==> src/rtl/sd_pkg.sv <==
// Elaboration-time helpers for the parametrised serial pattern detector:
// state width, KMP failure table and the full next-state table.
package sd_pkg;

  localparam int SD_MAX_LEN = 16;
  localparam int SD_IDX_W   = 5;
  localparam logic [SD_IDX_W-1:0] SD_S0 = '0;

  typedef logic [SD_MAX_LEN:0][SD_IDX_W-1:0]        sd_fail_t;
  typedef logic [SD_MAX_LEN:0][1:0][SD_IDX_W-1:0]   sd_next_t;

  function automatic int sd_state_w(input int pat_len);
    return $clog2(pat_len + 1);
  endfunction

  // Bit k of the pattern counted from the first-received (MSB) end.
  function automatic logic sd_pat_bit(input logic [15:0] pat, input int len, input int k);
    return 1'(pat >> (len - 1 - k));
  endfunction

  // f[k] = longest proper prefix of PATTERN that is also a suffix of its first k bits.
  function automatic sd_fail_t sd_fail_table(input logic [15:0] pat, input int len);
    sd_fail_t f;
    int       j;
    f = '0;
    for (int i = 1; i < SD_MAX_LEN; i++) begin
      if (i < len) begin
        j = int'(f[i]);
        for (int n = 0; n < SD_MAX_LEN; n++) begin
          if (j > 0 && sd_pat_bit(pat, len, i) != sd_pat_bit(pat, len, j)) j = int'(f[j]);
        end
        if (sd_pat_bit(pat, len, i) == sd_pat_bit(pat, len, j)) j++;
        f[i+1] = SD_IDX_W'(j);
      end
    end
    return f;
  endfunction

  function automatic sd_next_t sd_next_table(input logic [15:0] pat, input int len,
                                             input sd_fail_t f);
    sd_next_t t;
    int       j;
    logic     done;
    t = '0;
    for (int k = 0; k < SD_MAX_LEN; k++) begin
      for (int b = 0; b < 2; b++) begin
        if (k < len) begin
          j    = k;
          done = 1'b0;
          for (int n = 0; n <= SD_MAX_LEN; n++) begin
            if (!done) begin
              if (sd_pat_bit(pat, len, j) == 1'(b)) begin
                j++;
                done = 1'b1;
              end else if (j == 0) begin
                done = 1'b1;
              end else begin
                j = int'(f[j]);
              end
            end
          end
          t[k][b] = SD_IDX_W'(j);
        end
      end
    end
    return t;
  endfunction

endpackage

==> src/rtl/sd_sat_counter.sv <==
// Saturating up-counter with asynchronous active-low clear.
module sd_sat_counter #(
  parameter int CNT_W = 8
) (
  input  logic             clk,
  input  logic             reset,
  input  logic             inc,
  output logic [CNT_W-1:0] cnt
);

  logic [CNT_W-1:0] cnt_q, cnt_d;

  always_comb begin
    cnt_d = cnt_q;
    if (inc && cnt_q != '1) cnt_d = cnt_q + CNT_W'(1);
  end

  always_ff @(posedge clk or negedge reset) begin
    if (!reset) cnt_q <= '0;
    else        cnt_q <= cnt_d;
  end

  assign cnt = cnt_q;

endmodule

==> src/rtl/sd_pattern_moore.sv <==
// Parametrised Moore serial-pattern detector with run-time overlap select.
// SD_MATCH_CNT_EN adds the match_cnt port and its saturating counter.
//
//   state      | meaning
//   S0         | no pattern bits matched
//   Sk (k<LEN) | first k pattern bits matched
//   DET        | full pattern matched, dout = 1
module sd_pattern_moore
  import sd_pkg::*;
#(
  parameter int                 PAT_LEN = 4,
  parameter logic [PAT_LEN-1:0] PATTERN = 4'b1011,
  parameter int                 CNT_W   = 8
) (
  input  logic             clk,
  input  logic             reset,
  input  logic             en,
  input  logic             din,
  input  logic             overlap,
  output logic             dout
`ifdef SD_MATCH_CNT_EN
  ,output logic [CNT_W-1:0] match_cnt
`endif
);

  localparam int             SW   = sd_state_w(PAT_LEN);
  localparam logic [SW-1:0]  DET  = SW'(PAT_LEN);
  localparam sd_fail_t       FAIL = sd_fail_table(16'(PATTERN), PAT_LEN);
  localparam sd_next_t       NXT  = sd_next_table(16'(PATTERN), PAT_LEN, FAIL);

  logic [SW-1:0]       state_q, state_d;
  logic                dout_q, dout_d;
  logic [SD_IDX_W-1:0] k_idx;

  // DET behaves like S(f) or S0 depending on overlap, so it reuses the Sk rows.
  always_comb begin
    state_d = state_q;
    k_idx   = SD_S0;
    if (state_q == DET)     k_idx = overlap ? FAIL[PAT_LEN] : SD_S0;
    else if (state_q < DET) k_idx = SD_IDX_W'(state_q);
    if (state_q > DET)      state_d = SW'(SD_S0);
    else if (en)            state_d = SW'(NXT[k_idx][din]);
    dout_d = (state_d == DET);
  end

  always_ff @(posedge clk or negedge reset) begin
    if (!reset) begin
      state_q <= SW'(SD_S0);
      dout_q  <= 1'b0;
    end else begin
      state_q <= state_d;
      dout_q  <= dout_d;
    end
  end

  assign dout = dout_q;

`ifdef SD_MATCH_CNT_EN
  logic cnt_inc;
  assign cnt_inc = en && (state_d == DET);

  sd_sat_counter #(.CNT_W(CNT_W)) u_cnt (
    .clk   (clk),
    .reset (reset),
    .inc   (cnt_inc),
    .cnt   (match_cnt)
  );
`endif

endmodule

==> config.mk <==
export PLATFORM = sky130hd
export DESIGN_NAME = sd_pattern_moore
export DESIGN_NICKNAME = d
export VERILOG_FILES = /design/src/rtl/sd_pkg.sv /design/src/rtl/sd_sat_counter.sv /design/src/rtl/sd_pattern_moore.sv
export SDC_FILE = /design/constraint.sdc
export NUM_CORES = 1
export LEC_CHECK = 0
export BUFFER_PORTS_ARGS = -buffer_cell sky130_fd_sc_hd__buf_2
export CELL_PAD_IN_SITES_DETAIL_PLACEMENT = 0
export CELL_PAD_IN_SITES_GLOBAL_PLACEMENT = 1
export CORE_AREA = 2 2 39 41
export CTS_BUF_LIST = sky130_fd_sc_hd__clkbuf_16
export CTS_CLUSTER_SIZE = 40
export DETAILED_ROUTE_END_ITERATION = 8
export DIE_AREA = 0 0 41 43
export PLACE_DENSITY = 0.49
export REMOVE_ABC_BUFFERS = 1
export SETUP_SLACK_MARGIN = 0.4
export SLEW_MARGIN = 40
export SYNTH_ARGS = -nofsm -noshare
export SYNTH_HDL_FRONTEND = slang
export SYNTH_SLANG_ARGS = --single-unit
==> constraint.sdc <==
create_clock -name clk -period 1.2 [get_ports clk]
set_clock_uncertainty 0.15 [all_clocks]
set_input_delay 0.06 -clock clk [delete_from_list [all_inputs] [get_ports clk]]
set_output_delay 0.06 -clock clk [all_outputs]
set_load 0.01 [all_outputs]
==> run summary <==
The layout cell share with drive strength beyond 1 came out at roughly half. For this run, the number of Yosys warnings is 0. The area of the die came out at between 0.0015 and 0.002 mm². The overall power consumption is ~900 µW.

The number of max-slew violations in the final report came out at 0. The floorplan step defined a core boundary enclosing between 0.001 and 0.0015 mm². Multiplexer cells account for 0% of the synthesized area. The part of the total power dissipated in sequential elements came out at 28.1%. The startpoint of the lowest-slack hold path is en.

The number of hold violations in the final report is 2. The area fraction in compound gates after synthesis is a little under 30%. Routability-driven placement finished with a final weighted congestion of 0.5665. For the finished layout, the period the worst path requires is approximately 1100 ps. The critical path start-end classification is flop to flop. The relative contribution of combinational cells to total power came out at 14.6%. The internal power summed over all cells is 683.0 µW. The arrival time of the worst setup path is between 1000 and 1500 ps.

The first global-routing pass estimated 862 µm of wire. In the routed layout, each cell is associated on average with a via count of between 4 and 5. At the pin with the least slew margin, the transition time is around 260 ps. The floorplan step set the die height to around 43 µm.

The worst pin sits at a relative slew slack of roughly 83%. For this design the total switching power over the nets is 218.9 µW. The fraction of the mapped netlist area in adder cells came out at 0%. The number of clock sinks is 4. The run finished, with violations left. The critical path goes through nor2b_4 > a32oi_1 > o22ai_1. The power density over the cells is about 2500 mW/mm². The reg-to-reg critical path startpoint is state_q[1]$_DFF_PN0_.

Before antenna repair, the detailed router went through 2 iterations. The peak per-stage delay on the critical path is between 400 and 500 ps. The later pin in the worst-skew pair is clocked with a latency of approximately 220 ps. The timing startpoint of the critical path is state_q[1]$_DFF_PN0_. On the final layout, the worst hold slack is -27.42 ps.

The mean instance size in the synthesized netlist is approximately 10 µm². The checks that failed: hold timing. The register cell area after layout came out at 102.6 µm².

The class of the tightest hold or removal check is input pin to flop. The DRC violation count after routing is 0. The number of buffers created by CTS came out at 3. The static leakage came out at between 0.15 and 0.2 nW.

The area used by multi-input combinational logic came out at about 120 µm². The number of placement rows is 14. The synthesized design contains 4 register bits. The post-synthesis share of cell area spent on xor and xnor gates came out at 0%. The endpoint class of the critical path is a flop. After clock tree synthesis, the clock-pin slew on the worst setup and hold paths is ~30 ps. The largest individual stage delay along the critical path comes from the cell dfrtp_2.

The cts-stage hold buffer count is 1. The largest net degree at the start of global routing came out at 8. From left edge to right edge, the die measures 41 µm.

The repair_antennas step left the layout with diodes totalling 0. The main combinational cell family by area after synthesis is compound AO/OA/AOI/OAI gates. In this run the clock root is driven by a clkbuf_16. The endpoint required time on the critical path came out at roughly 1100 ps. The H-tree depth came out at 1. Sequential elements use between 40% and 50% of the synthesized area. The remaining global-route overflow came out at 0. Once detail routing completed, the nets flagged for antenna violations numbered 0.

The total of max-cap violations is 0. The largest driver fanout on the critical path is 7. Once the floorplan was initialized, standard cells occupied around 15% of the core. The worst-case IR drop observed on VDD is slightly above 0.0006 V.

Once the clock tree was built, the setup fixing pass inserted 0 buffers. The total wire length after detailed routing is between 500 and 600 µm. Setup violations remaining at the end of the flow were counted as 0. Leaving out fill and tap cells, the most frequent cells in the layout are buf_2, clkbuf_16. The area growth from synthesis to final layout is 76.54%. Based on the critical path, the design can be clocked at up to approximately 900 MHz. The placed instances occupy a cell area of about 250 µm².

Yosys mapped the design onto 14 distinct sky130hd cell types. Setup repair after global routing could not meet its margin everywhere. The routed wirelength normalized by instance count is approximately 12 µm. The overall track demand over capacity in global routing came out at roughly 8.1%. The synthesized instance count is 20. The fraction of power spent switching nets came out at roughly a quarter. The final-stage net count is 36. The synthesized-area fraction occupied by and/or/nand/nor cells came out at between 10% and 20%.

The final design instance area without fill came out at ~360 µm². The post-route fraction of the period consumed by the critical path is between 90 and 100%. TritonCTS built the clock tree. Summing over every cut layer, the via total after detailed routing is 193. The initial antenna violation count came out at 0. The nature of the critical path startpoint is a flop. The boundary pin count came out at 6. The number of global-route vias before repair is 196. The maximum count of clock buffers along a single path is 2. Leaving out fill and tap cells, the most frequent cell in the layout is buf_2. The number of fill cells in the layout came out at about 150.

The share of total power in the clock network is 57.3%. The violation count after the first detailed-route iteration is 1. The post-synthesis instance area is roughly 200 µm². The count of port buffers added during placement came out at 5.
through the flow:
step                utilization, %  cells  worst slack, ps  hold WS (ps)  TNS, ps
floorplan                        -     20            146.4        -385.6        0
finish                       25.86     45            94.21        -27.42        0
global route                 25.86     45            38.56        -6.542        0
detailed placement           17.90     41           -2.418        -284.2   -2.418
CTS                          25.86     45            92.21        -23.46        0
global placement             17.90     41            63.99        -286.2        0
cells by family after synthesis:
| kind of cell | count (synthesis) |
|---|---|
| and+or+nand+nor | 6 |
| AOI/OAI and AO/OA | 8 |
| buffers and inverters | 2 |
| DFF | 4 |
power groups by stage:
stage | Combinational [mW] | Sequential (mW) | Clock (mW)
after CTS | 0.134 | 0.254 | 0.526
after floorplan | 0.0779 | 0.222 | 0
after global placement | 0.106 | 0.236 | 0
after detailed placement | 0.107 | 0.235 | 0
after global routing | 0.150 | 0.261 | 0.541
final | 0.132 | 0.253 | 0.517
area by class of cell:
cell class / count / area share (%)
well taps: 16 / 5.594
flip-flops and latches: 4 / 28.67
clock buffers: 3 / 20.98
repair buffers: 6 / 9.790
multi-input cells: 14 / 32.87
inverters: 2 / 2.098
cells in the mapped netlist:
library cell,instances,area share [%]
a21oi_1,1,2.5
inv_2,1,1.9
a211oi_1,1,3.7
and2b_1,1,3.7
dfrtp_1,4,49
o22ai_1,1,3.1
o41ai_1,2,8.6
nor2b_1,3,9.3
nand4_1,1,3.1
inv_1,1,1.9
o21ai_1,1,2.5
nand2_1,1,1.9
a32oi_1,1,4.3
a31o_1,1,4.3
path summary, 6_finish.rpt:
path / endpoint / slack (ps) / cells past startpoint
hold / removal: dout$_DFF_PN0_ / -30 / 2
setup reg to reg: state_q[1]$_DFF_PN0_ / 90 / 3
max in group asynchronous: state_q[1]$_DFF_PN0_ / 750 / 2
hold reg to reg: dout$_DFF_PN0_ / 400 / 1
min in group asynchronous: dout$_DFF_PN0_ / 20 / 2
setup / recovery: state_q[1]$_DFF_PN0_ / 90 / 3
critical path, delay by kind of cell (launching register included):
kind	cells	cell delay, ps
DFF	1	440
AOI/OAI and AO/OA	2	240
and+or+nand+nor	1	140
state kept, by name, summed over array words and instances, names as in the netlist:
register and flops:
state_q 3, dout 1
routing by layer:
metal,vias to the layer above,routed length [µm],track usage [%]
li1,95,-,-
met1,90,203,9.446
met2,8,262,10.31
met3,0,53,4.712
met4,0,0,6.000
met5,-,0,0
repair_timing:
item,4_1_cts,5_1_grt
cloned,0,0
endpoints found under the hold margin,6,2
endpoints found under the setup margin,5,5
gates resized for setup,6,0
pin swaps,3,2
No activity file was read; power rests on OpenSTA's default activity.
